## src/rtl/lsb_gen.sv

```systemverilog
// lsb_gen: parametrised LEDs / switches / buttons / 7-segment I/O block on a
// 4-word CPU bus. Inputs are synchronised and debounced. Button presses set
// sticky event flags that drive an interrupt line. Red LEDs can be loaded or
// masked on/off/toggled over the bus, and can also be driven by hardware.
// Optional feature: define LSB_BLINK_EN to add per-LED blinking driven by a
// free-running prescaler.
module lsb_gen #(
  parameter logic [3:0] BOARD      = 4'd3,
  parameter int         NUM_LEDR   = 10,
  parameter int         NUM_LEDG   = 8,
  parameter int         NUM_SWI    = 10,
  parameter int         NUM_BTN    = 4,
  parameter int         NUM_HEX    = 4,
  parameter int         DEB_W      = 16,
  parameter int         DEB_CYCLES = 50000
) (
  input  logic                   i_clk,
  input  logic                   i_rst_n,
  input  logic                   i_stb,
  input  logic                   i_we,
  input  logic [1:0]             i_addr,
  input  logic [31:0]            i_dataIn,
  input  logic [NUM_LEDR-1:0]    i_ledsRIn,
  output logic [31:0]            o_dataOut,
  output logic                   o_ack,
  input  logic [NUM_BTN-1:0]     i_btnInN,
  input  logic [NUM_SWI-1:0]     i_swiIn,
  output logic [NUM_LEDR-1:0]    o_ledsR,
  output logic [NUM_LEDG-1:0]    o_ledsG,
  output logic [7*NUM_HEX-1:0]   o_hexN,
  output logic [NUM_BTN-1:0]     o_btnOut,
  output logic [NUM_SWI-1:0]     o_swiOut,
  output logic                   o_irq
);

  // Buttons occupy the low bits of the debounce vector, switches the high bits.
  localparam int NUM_DEB = NUM_BTN + NUM_SWI;
  localparam logic [DEB_W-1:0] DEB_LAST = DEB_W'(DEB_CYCLES - 1);

  logic                         w_wr;
  logic                         w_wr0;
  logic                         w_wr1;
  logic                         w_wr2;
  logic                         w_wr3;
  logic [NUM_DEB-1:0]           w_rawIn;
  logic [NUM_DEB-1:0]           w_debFire;
  logic [NUM_BTN-1:0]           w_btnRise;
  logic [NUM_LEDR-1:0]          w_mask;
  logic [6:0]                   w_hexLut;
  logic [6:0]                   w_segN;
  logic                         w_unused;

  logic [NUM_DEB-1:0]           r_sync1;
  logic [NUM_DEB-1:0]           r_sync2;
  logic [NUM_DEB-1:0]           r_stable;
  logic [NUM_DEB-1:0][DEB_W-1:0] r_debCnt;
  logic [NUM_BTN-1:0]           r_events;
  logic                         r_irq;
  logic [NUM_LEDG-1:0]          r_ledsG;
  logic [NUM_LEDR-1:0]          r_ledsRD;
  logic [NUM_LEDR-1:0]          r_ledsRS;
  logic [7*NUM_HEX-1:0]         r_hexN;

  assign w_wr  = i_stb & i_we;
  assign w_wr0 = w_wr & (i_addr == 2'd0);
  assign w_wr1 = w_wr & (i_addr == 2'd1);
  assign w_wr2 = w_wr & (i_addr == 2'd2);
  assign w_wr3 = w_wr & (i_addr == 2'd3);
  assign w_mask = i_dataIn[NUM_LEDR-1:0];

  // Buttons are inverted before synchronising so that a zero everywhere means "not pressed".
  assign w_rawIn = {i_swiIn, ~i_btnInN};

  // Data bits not decoded by every configuration are gathered here on purpose.
  assign w_unused = &{1'b0, i_dataIn};

  // Two-flop synchroniser for all raw switch and button inputs.
  always_ff @(posedge i_clk or negedge i_rst_n) begin
    if (!i_rst_n) begin
      r_sync1 <= '0;
      r_sync2 <= '0;
    end else begin
      r_sync1 <= w_rawIn;
      r_sync2 <= r_sync1;
    end
  end

  // An input commits to its new level once the count of differing cycles reaches the limit.
  always_comb begin
    w_debFire = '0;
    for (int i = 0; i < NUM_DEB; i++) begin
      w_debFire[i] = (r_sync2[i] != r_stable[i]) && (r_debCnt[i] == DEB_LAST);
    end
  end

  // Debounce counters: any return to the stable level restarts the count.
  always_ff @(posedge i_clk or negedge i_rst_n) begin
    if (!i_rst_n) begin
      r_debCnt <= '0;
      r_stable <= '0;
    end else begin
      for (int i = 0; i < NUM_DEB; i++) begin
        if (r_sync2[i] == r_stable[i]) begin
          r_debCnt[i] <= '0;
        end else if (w_debFire[i]) begin
          r_stable[i] <= r_sync2[i];
          r_debCnt[i] <= '0;
        end else begin
          r_debCnt[i] <= r_debCnt[i] + DEB_W'(1);
        end
      end
    end
  end

  assign o_btnOut  = r_stable[NUM_BTN-1:0];
  assign o_swiOut  = r_stable[NUM_DEB-1:NUM_BTN];
  assign w_btnRise = w_debFire[NUM_BTN-1:0] & r_sync2[NUM_BTN-1:0];

  // Sticky press events, write-1-to-clear; a press in the same cycle as a clear keeps the flag.
  always_ff @(posedge i_clk or negedge i_rst_n) begin
    if (!i_rst_n) begin
      r_events <= '0;
    end else begin
      for (int i = 0; i < NUM_BTN; i++) begin
        if (w_btnRise[i]) begin
          r_events[i] <= 1'b1;
        end else if (w_wr3 && i_dataIn[i]) begin
          r_events[i] <= 1'b0;
        end
      end
    end
  end

  // Interrupt follows the event flags one cycle later.
  always_ff @(posedge i_clk or negedge i_rst_n) begin
    if (!i_rst_n) begin
      r_irq <= 1'b0;
    end else begin
      r_irq <= |r_events;
    end
  end

  assign o_irq = r_irq;

  // Green LED register.
  always_ff @(posedge i_clk or negedge i_rst_n) begin
    if (!i_rst_n) begin
      r_ledsG <= '0;
    end else if (w_wr0) begin
      r_ledsG <= i_dataIn[NUM_LEDG-1:0];
    end
  end

  assign o_ledsG = r_ledsG;

  // Red LEDs: bus-driven register with load/off/on/toggle, plus registered hardware drive.
  always_ff @(posedge i_clk or negedge i_rst_n) begin
    if (!i_rst_n) begin
      r_ledsRD <= '0;
      r_ledsRS <= '0;
    end else begin
      r_ledsRS <= i_ledsRIn;
      if (w_wr1 && !i_dataIn[29]) begin
        case (i_dataIn[31:30])
          2'b00:   r_ledsRD <= w_mask;
          2'b01:   r_ledsRD <= r_ledsRD & ~w_mask;
          2'b10:   r_ledsRD <= r_ledsRD | w_mask;
          default: r_ledsRD <= r_ledsRD ^ w_mask;
        endcase
      end
    end
  end

`ifdef LSB_BLINK_EN
  localparam int BLINK_W = 24;

  logic [BLINK_W-1:0]  r_prescaler;
  logic [NUM_LEDR-1:0] r_blinkMask;

  // Free-running blink prescaler and the mask of LEDs that blink with its MSB.
  always_ff @(posedge i_clk or negedge i_rst_n) begin
    if (!i_rst_n) begin
      r_prescaler <= '0;
      r_blinkMask <= '0;
    end else begin
      r_prescaler <= r_prescaler + BLINK_W'(1);
      if (w_wr1 && i_dataIn[29]) begin
        r_blinkMask <= w_mask;
      end
    end
  end

  assign o_ledsR = r_ledsRS | (r_ledsRD & ~(r_blinkMask & {NUM_LEDR{r_prescaler[BLINK_W-1]}}));
`else
  assign o_ledsR = r_ledsRS | r_ledsRD;
`endif

  // Hex-to-segment lookup, bit 0 = segment a through bit 6 = segment g, active high.
  always_comb begin
    w_hexLut = 7'h00;
    case (i_dataIn[3:0])
      4'h0: w_hexLut = 7'h3F;
      4'h1: w_hexLut = 7'h06;
      4'h2: w_hexLut = 7'h5B;
      4'h3: w_hexLut = 7'h4F;
      4'h4: w_hexLut = 7'h66;
      4'h5: w_hexLut = 7'h6D;
      4'h6: w_hexLut = 7'h7D;
      4'h7: w_hexLut = 7'h07;
      4'h8: w_hexLut = 7'h7F;
      4'h9: w_hexLut = 7'h6F;
      4'hA: w_hexLut = 7'h77;
      4'hB: w_hexLut = 7'h7C;
      4'hC: w_hexLut = 7'h39;
      4'hD: w_hexLut = 7'h5E;
      4'hE: w_hexLut = 7'h79;
      default: w_hexLut = 7'h71;
    endcase
  end

  // Segment pattern for a digit write: blank beats raw, raw beats the hex lookup.
  always_comb begin
    w_segN = ~w_hexLut;
    if (i_dataIn[4]) begin
      w_segN = 7'h7F;
    end else if (i_dataIn[5]) begin
      w_segN = ~i_dataIn[22:16];
    end
  end

  // Digit registers; an index beyond the fitted digits matches nothing and is dropped.
  always_ff @(posedge i_clk or negedge i_rst_n) begin
    if (!i_rst_n) begin
      r_hexN <= '1;
    end else if (w_wr2) begin
      for (int i = 0; i < NUM_HEX; i++) begin
        if (i_dataIn[10:8] == 3'(i)) begin
          r_hexN[7*i +: 7] <= w_segN;
        end
      end
    end
  end

  assign o_hexN = r_hexN;
  assign o_ack  = i_stb;

  // Read mux: zero unless a read strobe is active.
  always_comb begin
    o_dataOut = '0;
    if (i_stb && !i_we) begin
      case (i_addr)
        2'd0: begin
          o_dataOut[NUM_SWI-1:0] = o_swiOut;
          o_dataOut[31:28]       = BOARD;
        end
        2'd1: o_dataOut[NUM_LEDR-1:0] = o_ledsR;
        2'd2: o_dataOut = '0;
        default: begin
          o_dataOut[NUM_BTN-1:0]  = r_events;
          o_dataOut[8 +: NUM_BTN] = o_btnOut;
        end
      endcase
    end
  end

endmodule
```

## config.mk

```make
export PLATFORM = sky130hd
export DESIGN_NAME = lsb_gen
export DESIGN_NICKNAME = d
export VERILOG_FILES = /design/src/rtl/lsb_gen.sv
export SDC_FILE = /design/constraint.sdc
export NUM_CORES = 1
export LEC_CHECK = 0
export CAP_MARGIN = 10
export CORE_MARGIN = 1
export CORE_UTILIZATION = 55
export CTS_CLUSTER_SIZE = 14
export DETAILED_ROUTE_END_ITERATION = 12
export PLACE_DENSITY = 0.85
export SLEW_MARGIN = 20
export SYNTH_ARGS = -nofsm -noshare
export SYNTH_HDL_FRONTEND = slang
export SYNTH_SLANG_ARGS = --single-unit
```

## constraint.sdc

```tcl
create_clock -name i_clk -period 2.84 [get_ports i_clk]
set_input_delay 0.568 -clock i_clk [delete_from_list [all_inputs] [get_ports i_clk]]
set_output_delay 0.568 -clock i_clk [all_outputs]
set_load 0.02 [all_outputs]
```

==> results of run 1 <==
registers in the layout (all words and copies together) (netlist names):
| name | count |
|---|---|
| r_debCnt | 224 |
| o_hexN | 28 |
| r_stable | 14 |
| r_sync1 | 14 |
| r_sync2 | 14 |
| r_ledsRD | 10 |
| r_ledsRS | 10 |
| o_ledsG | 8 |
| r_events | 4 |
| o_irq | 1 |
power groups by stage:
stage | Sequential, mW | Clock [mW] | Combinational [mW]
after floorplan | 5.29 | 0 | 0.543
after global placement | 5.19 | 0 | 1.20
after detailed placement | 5.20 | 0 | 1.25
after CTS | 5.12 | 5.02 | 1.26
after global routing | 5.15 | 5.20 | 1.38
final | 5.12 | 4.92 | 1.25
what timing repair did:
| item | 4_1_cts | 5_1_grt |
|---|---|---|
| hold buffers | 1 | 0 |
| gates resized for setup | 5 | 9 |
| setup endpoints to repair | 13 | 11 |
| hold endpoints to repair | 51 | 0 |
Yosys cell counts, types with 17 or more instances:
cell / number / share of area
nand2_1: 83 / 0.020
inv_1: 76 / 0.018
a21oi_1: 17 / 0.0053
mux2_2: 22 / 0.016
ha_1: 40 / 0.031
buf_4: 21 / 0.0099
dfrtp_1: 299 / 0.47
xnor2_1: 160 / 0.088
nand4_1: 66 / 0.026
nor3_1: 53 / 0.017
nand3_1: 72 / 0.023
nor2_1: 286 / 0.067
nor4_1: 58 / 0.023
xor2_1: 43 / 0.024
dfstp_2: 28 / 0.046
cell type report:
class                   instances  area share
flip-flops and latches        327      0.4319
multi-input cells            1103      0.3782
repair buffers                159     0.08259
clock buffers                  43     0.05076
well taps                     378     0.02486
clock inverters                21     0.01611
inverters                      78     0.01539
diodes                          2   0.0002630
cells by family after synthesis:
logic type | Yosys count | share of synthesized area
AOI/OAI and AO/OA | 82 | 0.04114
xor gates and xnor gates | 203 | 0.1116
adders and majority gates | 40 | 0.03141
buffers and inverters | 127 | 0.03753
DFF | 327 | 0.5157
muxes | 48 | 0.04130
other | 1 | 0.0002353
and+or+nand+nor | 712 | 0.2211
worst max-delay path: stages:
cell and delay (ns):
clkdlybuf4s50_1 0.46, buf_4 0.16, and2_2 0.24, and3_1 0.18
clkdlybuf4s50_1 0.61
cells in the final DEF, fill, tap and decap left out, types with 22 or more instances in the layout:
cell             instances
nand3_1                 72
nor2_1                 286
nor4_1                  58
nand2_1                 83
clkdlybuf4s50_1        115
mux2_2                  22
inv_1                   76
xnor2_1                160
nor3_1                  53
ha_1                    40
nand4_1                 66
dfrtp_1                299
clkbuf_16               35
buf_4                   28
dfstp_2                 28
xor2_1                  43
per-layer routing:
| layer | GRT usage | up-vias |
|---|---|---|
| met5 | 0 | - |
| met4 | 0.1000 | 0 |
| met3 | 0.03914 | 79 |
| met2 | 0.4046 | 315 |
| met1 | 0.2996 | 5808 |
| li1 | - | 5600 |
through the flow:
stage	power, mW	hold slack [ns]
4_1_cts	11.40	0.3460
5_1_grt	11.72	0.3582
3_5_place_dp	6.450	0.3347
3_3_place_gp	6.395	0.3320
2_1_floorplan	5.832	0.2724
6_report	11.29	0.3443
final timing paths:
path	from	endpoint	slack (ns)	cells past startpoint
worst min register to register	r_sync1[8]	r_sync2[8]	0.34	0
worst max register to register	r_debCnt[155]	r_debCnt[155]	0.77	3
worst min-delay path	r_sync1[8]	r_sync2[8]	0.34	0
worst max-delay path	i_addr[1]	o_dataOut[11]	0.06	5
max in group asynchronous	i_rst_n	r_sync1[8]	1.40	3
min in group asynchronous	i_rst_n	r_debCnt[61]	0.56	2
==> run_results.csv, run 1 <==
group,metric,value,unit
pwr,p_switching,2.760,mW
die,coreArea,28160,um2
die,fp.dieH,172.2,um
logic_synthesis,synthCells,1540,
logic_synthesis,synthArstFlopShare,1.000,
placement,dp_slack,-0.06318,ns
logic_synthesis,yosysSeqAreaShare,0.5157,
setup_path,end_kind,"output pin",
sta,period_share,0.9796,
logic_synthesis,syn_area_per_cell,10.35,um2
global_route,grt_pass1_wl,56420,um
setup_path,cp_max_fo,8,
logic_synthesis,synth_edf_count,0,
clocking,root_buffer,"clkbuf_16",
final_layout,fin_area,19030,um2
global_route,antenna_found_initial,2,
die,die-area,29660,um2
routing,top_layer,"met4",
final_layout,multiInputGateArea,7196,um2
setup_path,crit_type,"in2out",
die,io_pins,156,
routing,wl_met2,16910,um
setup_path,start_kind,"primary input",
clocking,worstSkewPairLatency,0.53,ns
pwr,power_density,593.2,nW/um2
placement,place_area,17720,um2
placement,globalplace.congestion,0.8608,
sta,slew_headroom,0.4136,
final_layout,final_util,0.6756,
global_route,grt-ovfl-total,0,
setup_path,cp.arrival,2.21,ns
global_route,track_usage,0.2373,
pwr,comb_power_share,0.111,
routing,vias_per_cell,5.591,
pwr,p_int,8.527,mW
die,start_util,0.5658,
pwr,pwr-share-seq,0.454,
sta,finalSetupTns,0,ns
pwr,pwr-share-clk,0.436,
final_layout,final_cell_count_no_fill,2111,
clocking,cts_max_path_buffers,3,
run,cap_violations,0,
final_layout,area.sequential,8218,um2
clocking,postCtsSetupBuffers,0,
routing,ant_nets,0,
logic_synthesis,ys_seq_elements,327,
sta,fmax,359.4,MHz
logic_synthesis,synth_cell_types,65,
sta,setup_viol,0,
die,die_width,172.2,um
routing,wl_per_cell,16.26,um
sta,worst_slack,0.05784,ns
logic_synthesis,synth_ff_type,"dfrtp_1",
logic_synthesis,yosysWarnings,0,
pwr,max-vdd-ir-drop,0.4675,mV
final_layout,drive_gt1_frac,0.1144,
final_layout,n_fill_cell,1983,
placement,io_buffers,126,
sta,worst_pin_slew,0.8766,ns
placement,hpwl,23860,um
sta,skew,0.02410,ns
clocking,htreeDepth,2,
placement,dp.cells,2044,
routing,wl_met1,14340,um
final_layout,area_growth,19.41,%
clocking,clock-sinks,327,
clocking,cts_tree,"done",
final_layout,num-nets-final,1806,
global_route,grt_max_degree,95,
min_path,min_path_type,"reg2reg",
die,rows,61,
outcome,status,"finished clean",
routing,via_count,11800,
logic_synthesis,syn_area,15940,um2
routing,wl_met3,1780,um
clocking,path_clk_slew,0.06,ns
routing,dr.first_iter.drc_count,721,
global_route,grt_pass1_vias,11650,
sta,post-route-min-period,2.782,ns
sta,grt_setup_unrepaired,"no",
setup_path,required,2.27,ns
sta,maxSlewViolCount,0,
routing,routed_wl,34330,um
routing,drtPass1Iterations,5,
sta,hold_viol,0,
pwr,power.leakage,7.983,nW
pwr,p_sw_frac,0.2445,
routing,drc_errors,0,
clocking,cts_made_buffers,35,
No activity file was read; power rests on OpenSTA's default activity.
==> inputs of run 2 (changes only) <==
--- a/config.mk
+++ b/config.mk
@@ -7,10 +7,10 @@
 export LEC_CHECK = 0
 export CAP_MARGIN = 10
 export CORE_MARGIN = 1
-export CORE_UTILIZATION = 55
+export CORE_UTILIZATION = 40
 export CTS_CLUSTER_SIZE = 14
 export DETAILED_ROUTE_END_ITERATION = 12
-export PLACE_DENSITY = 0.85
+export PLACE_DENSITY = 0.67
 export SLEW_MARGIN = 20
 export SYNTH_ARGS = -nofsm -noshare
 export SYNTH_HDL_FRONTEND = slang
==> run 2 against run 1 <==
Compared with the run above:
- wire length is 3.3% higher
- cell count is 7.2% higher
- largest power group unchanged
- sequential power hardly changed
- highest routed layer unchanged
- register-to-register slack better by 0.03 ns
==> run_results.csv, run 2 (synthesis results as in run 1) <==
group,metric,value,unit
outcome,status,"finished clean",
die,coreArea,39010,um2
pwr,power,11.28,mW
final_layout,diodes,0,
clocking,cts_hold_buf,0,
clocking,cts_tree,"done",
placement,hpwl,25530,um
global_route,track_usage,0.1808,
setup_path,end_kind,"output pin",
setup_path,path_common_cell,"buf_4",
pwr,max-vdd-ir-drop,0.4300,mV
sta,post-route-min-period,2.763,ns
sta,worst_pin_slew,0.8429,ns
routing,ant_nets,0,
die,start_util,0.4085,
sta,slew_headroom,0.4362,
pwr,power_density,586.0,nW/um2
setup_path,cp.arrival,2.19,ns
setup_path,crit_type,"in2out",
global_route,grt_pass1_vias,11460,
setup_path,startpoint,"i_addr[0]",
setup_path,start_kind,"primary input",
sta,hold_viol,0,
placement,io_buffers,126,
routing,via_count,11440,
final_layout,final_common_cell,"dfrtp_1",
final_layout,area.sequential,8218,um2
die,rows,72,
placement,globalplace.congestion,0.8680,
final_layout,num-nets-final,1820,
sta,finalSetupTns,0,ns
global_route,grt_max_degree,69,
setup_path,rrSetupSlack,0.80,ns
run,cap_violations,0,
routing,drtPass1Iterations,5,
global_route,grt-ovfl-total,0,
die,io_pins,156,
sta,grt_setup_unrepaired,"yes",
setup_path,cpMaxStageDelayCell,"clkdlybuf4s50_1",
min_path,min_path_type,"in2async",
routing,wl_per_cell,15.67,um
die,die_width,201.6,um
setup_path,max_stage_delay,0.58,ns
routing,routed_wl,35470,um
clocking,cts_made_buffers,37,
clocking,postCtsSetupBuffers,0,
sta,fmax,362.0,MHz
setup_path,required,2.27,ns
setup_path,reg2reg_depth,4,
setup_path,r2r_start,"r_debCnt[213]",
global_route,grt_pass1_wl,59370,um
sta,skew,0.02273,ns
clocking,clock-sinks,327,
sta,period_share,0.9727,
setup_path,cp_max_fo,10,
pwr,power.leakage,7.972,nW
sta,whs,0.0006027,ns
final_layout,final_cell_mix,"dfrtp_1, nor2_1, xnor2_1, clkdlybuf4s50_1, nand2_1",
final_layout,largest_reg_flops,224,
clocking,root_buffer,"clkbuf_16",
routing,drc_errors,0,
final_layout,fin_area,19250,um2
placement,dp_slack,-0.2160,ns
placement,place_area,18010,um2
routing,vias_per_cell,5.052,
clocking,cts_max_path_buffers,3,
clocking,htreeDepth,2,
die,die-area,40640,um2
final_layout,multiInputGateArea,7189,um2
sta,worst_slack,0.07746,ns
final_layout,largest-register,"r_debCnt",
global_route,antenna_found_initial,0,
sta,maxSlewViolCount,0,
die,fp.dieH,201.6,um
setup_path,crit_chain,"clkdlybuf4s50_1, buf_4, mux2i_1, nor2_1, buf_4, dlygate4sd2_1",
routing,dr.first_iter.drc_count,645,
clocking,worstSkewPairLatency,0.55,ns
sta,setup_viol,0,
final_layout,n_fill_cell,3558,
final_layout,area_growth,20.79,%
clocking,path_clk_slew,0.06,ns
final_layout,drive_gt1_frac,0.1208,
==> run 2: cell count changes in the layout (fill, tap and decap cells not counted), sizes merged <==
cell,delta
buf,+13
dlymetal6s2s,-7
bufinv,-2
clkdlybuf4s50,-4
diode,-2
clkbuf,+2
dlygate4sd2,+11
dlygate4sd3,-1
clkinv,+3
==> run 2: where the power goes <==
part	internal, mW	leakage (nW)	switching [mW]	total (mW)
logic	0.588	3.05	0.677	1.26
clock network	2.93	0.615	1.95	4.88
registers	4.94	4.30	0.189	5.13
==> run 2: final cells by class <==
type	instances	share of cell area
Timing Repair Buffer	171	0.08567
Multi-Input combinational cell	1103	0.3735
Clock inverter	22	0.01222
Tap cell	518	0.03367
Inverter	78	0.01521
Clock buffer	45	0.05278
Sequential cell	327	0.4269
==> run 2: repair_timing <==
item,in CTS,in global routing
endpoints found under the hold margin,0,0
setup endpoints to repair,14,2
resized for setup,14,0
==> run 2: worst max-delay path: cells and delay by family <==
kind | cells | cell delay [ns]
buffers and inverters | 4 | 1.33
multiplexers | 1 | 0.22
AND/OR/NAND/NOR | 1 | 0.07
==> run 2: worst paths after layout <==
path,to
min in group i_clk,r_sync2[8]
setup / recovery,o_dataOut[5]
hold reg to reg,r_sync2[8]
max in group asynchronous,r_sync2[6]
hold / removal,r_debCnt[172]
setup reg to reg,r_debCnt[210]
==> run 2: through the flow <==
stage,utilization,instances
CTS,0.4935,2264
global placement,0.4618,2197
global route,0.4935,2264
detailed placement,0.4618,2197
finish,0.4935,2264
floorplan,-,1557
==> run 2: routing by layer <==
metal | vias to the layer above | share of wire | global-route usage
li1 | 5622 | - | -
met1 | 5540 | 0.47 | 0.2482
met2 | 223 | 0.46 | 0.2868
met3 | 52 | 0.049 | 0.03725
met4 | 0 | 0.023 | 0.05601
met5 | - | 0 | 0
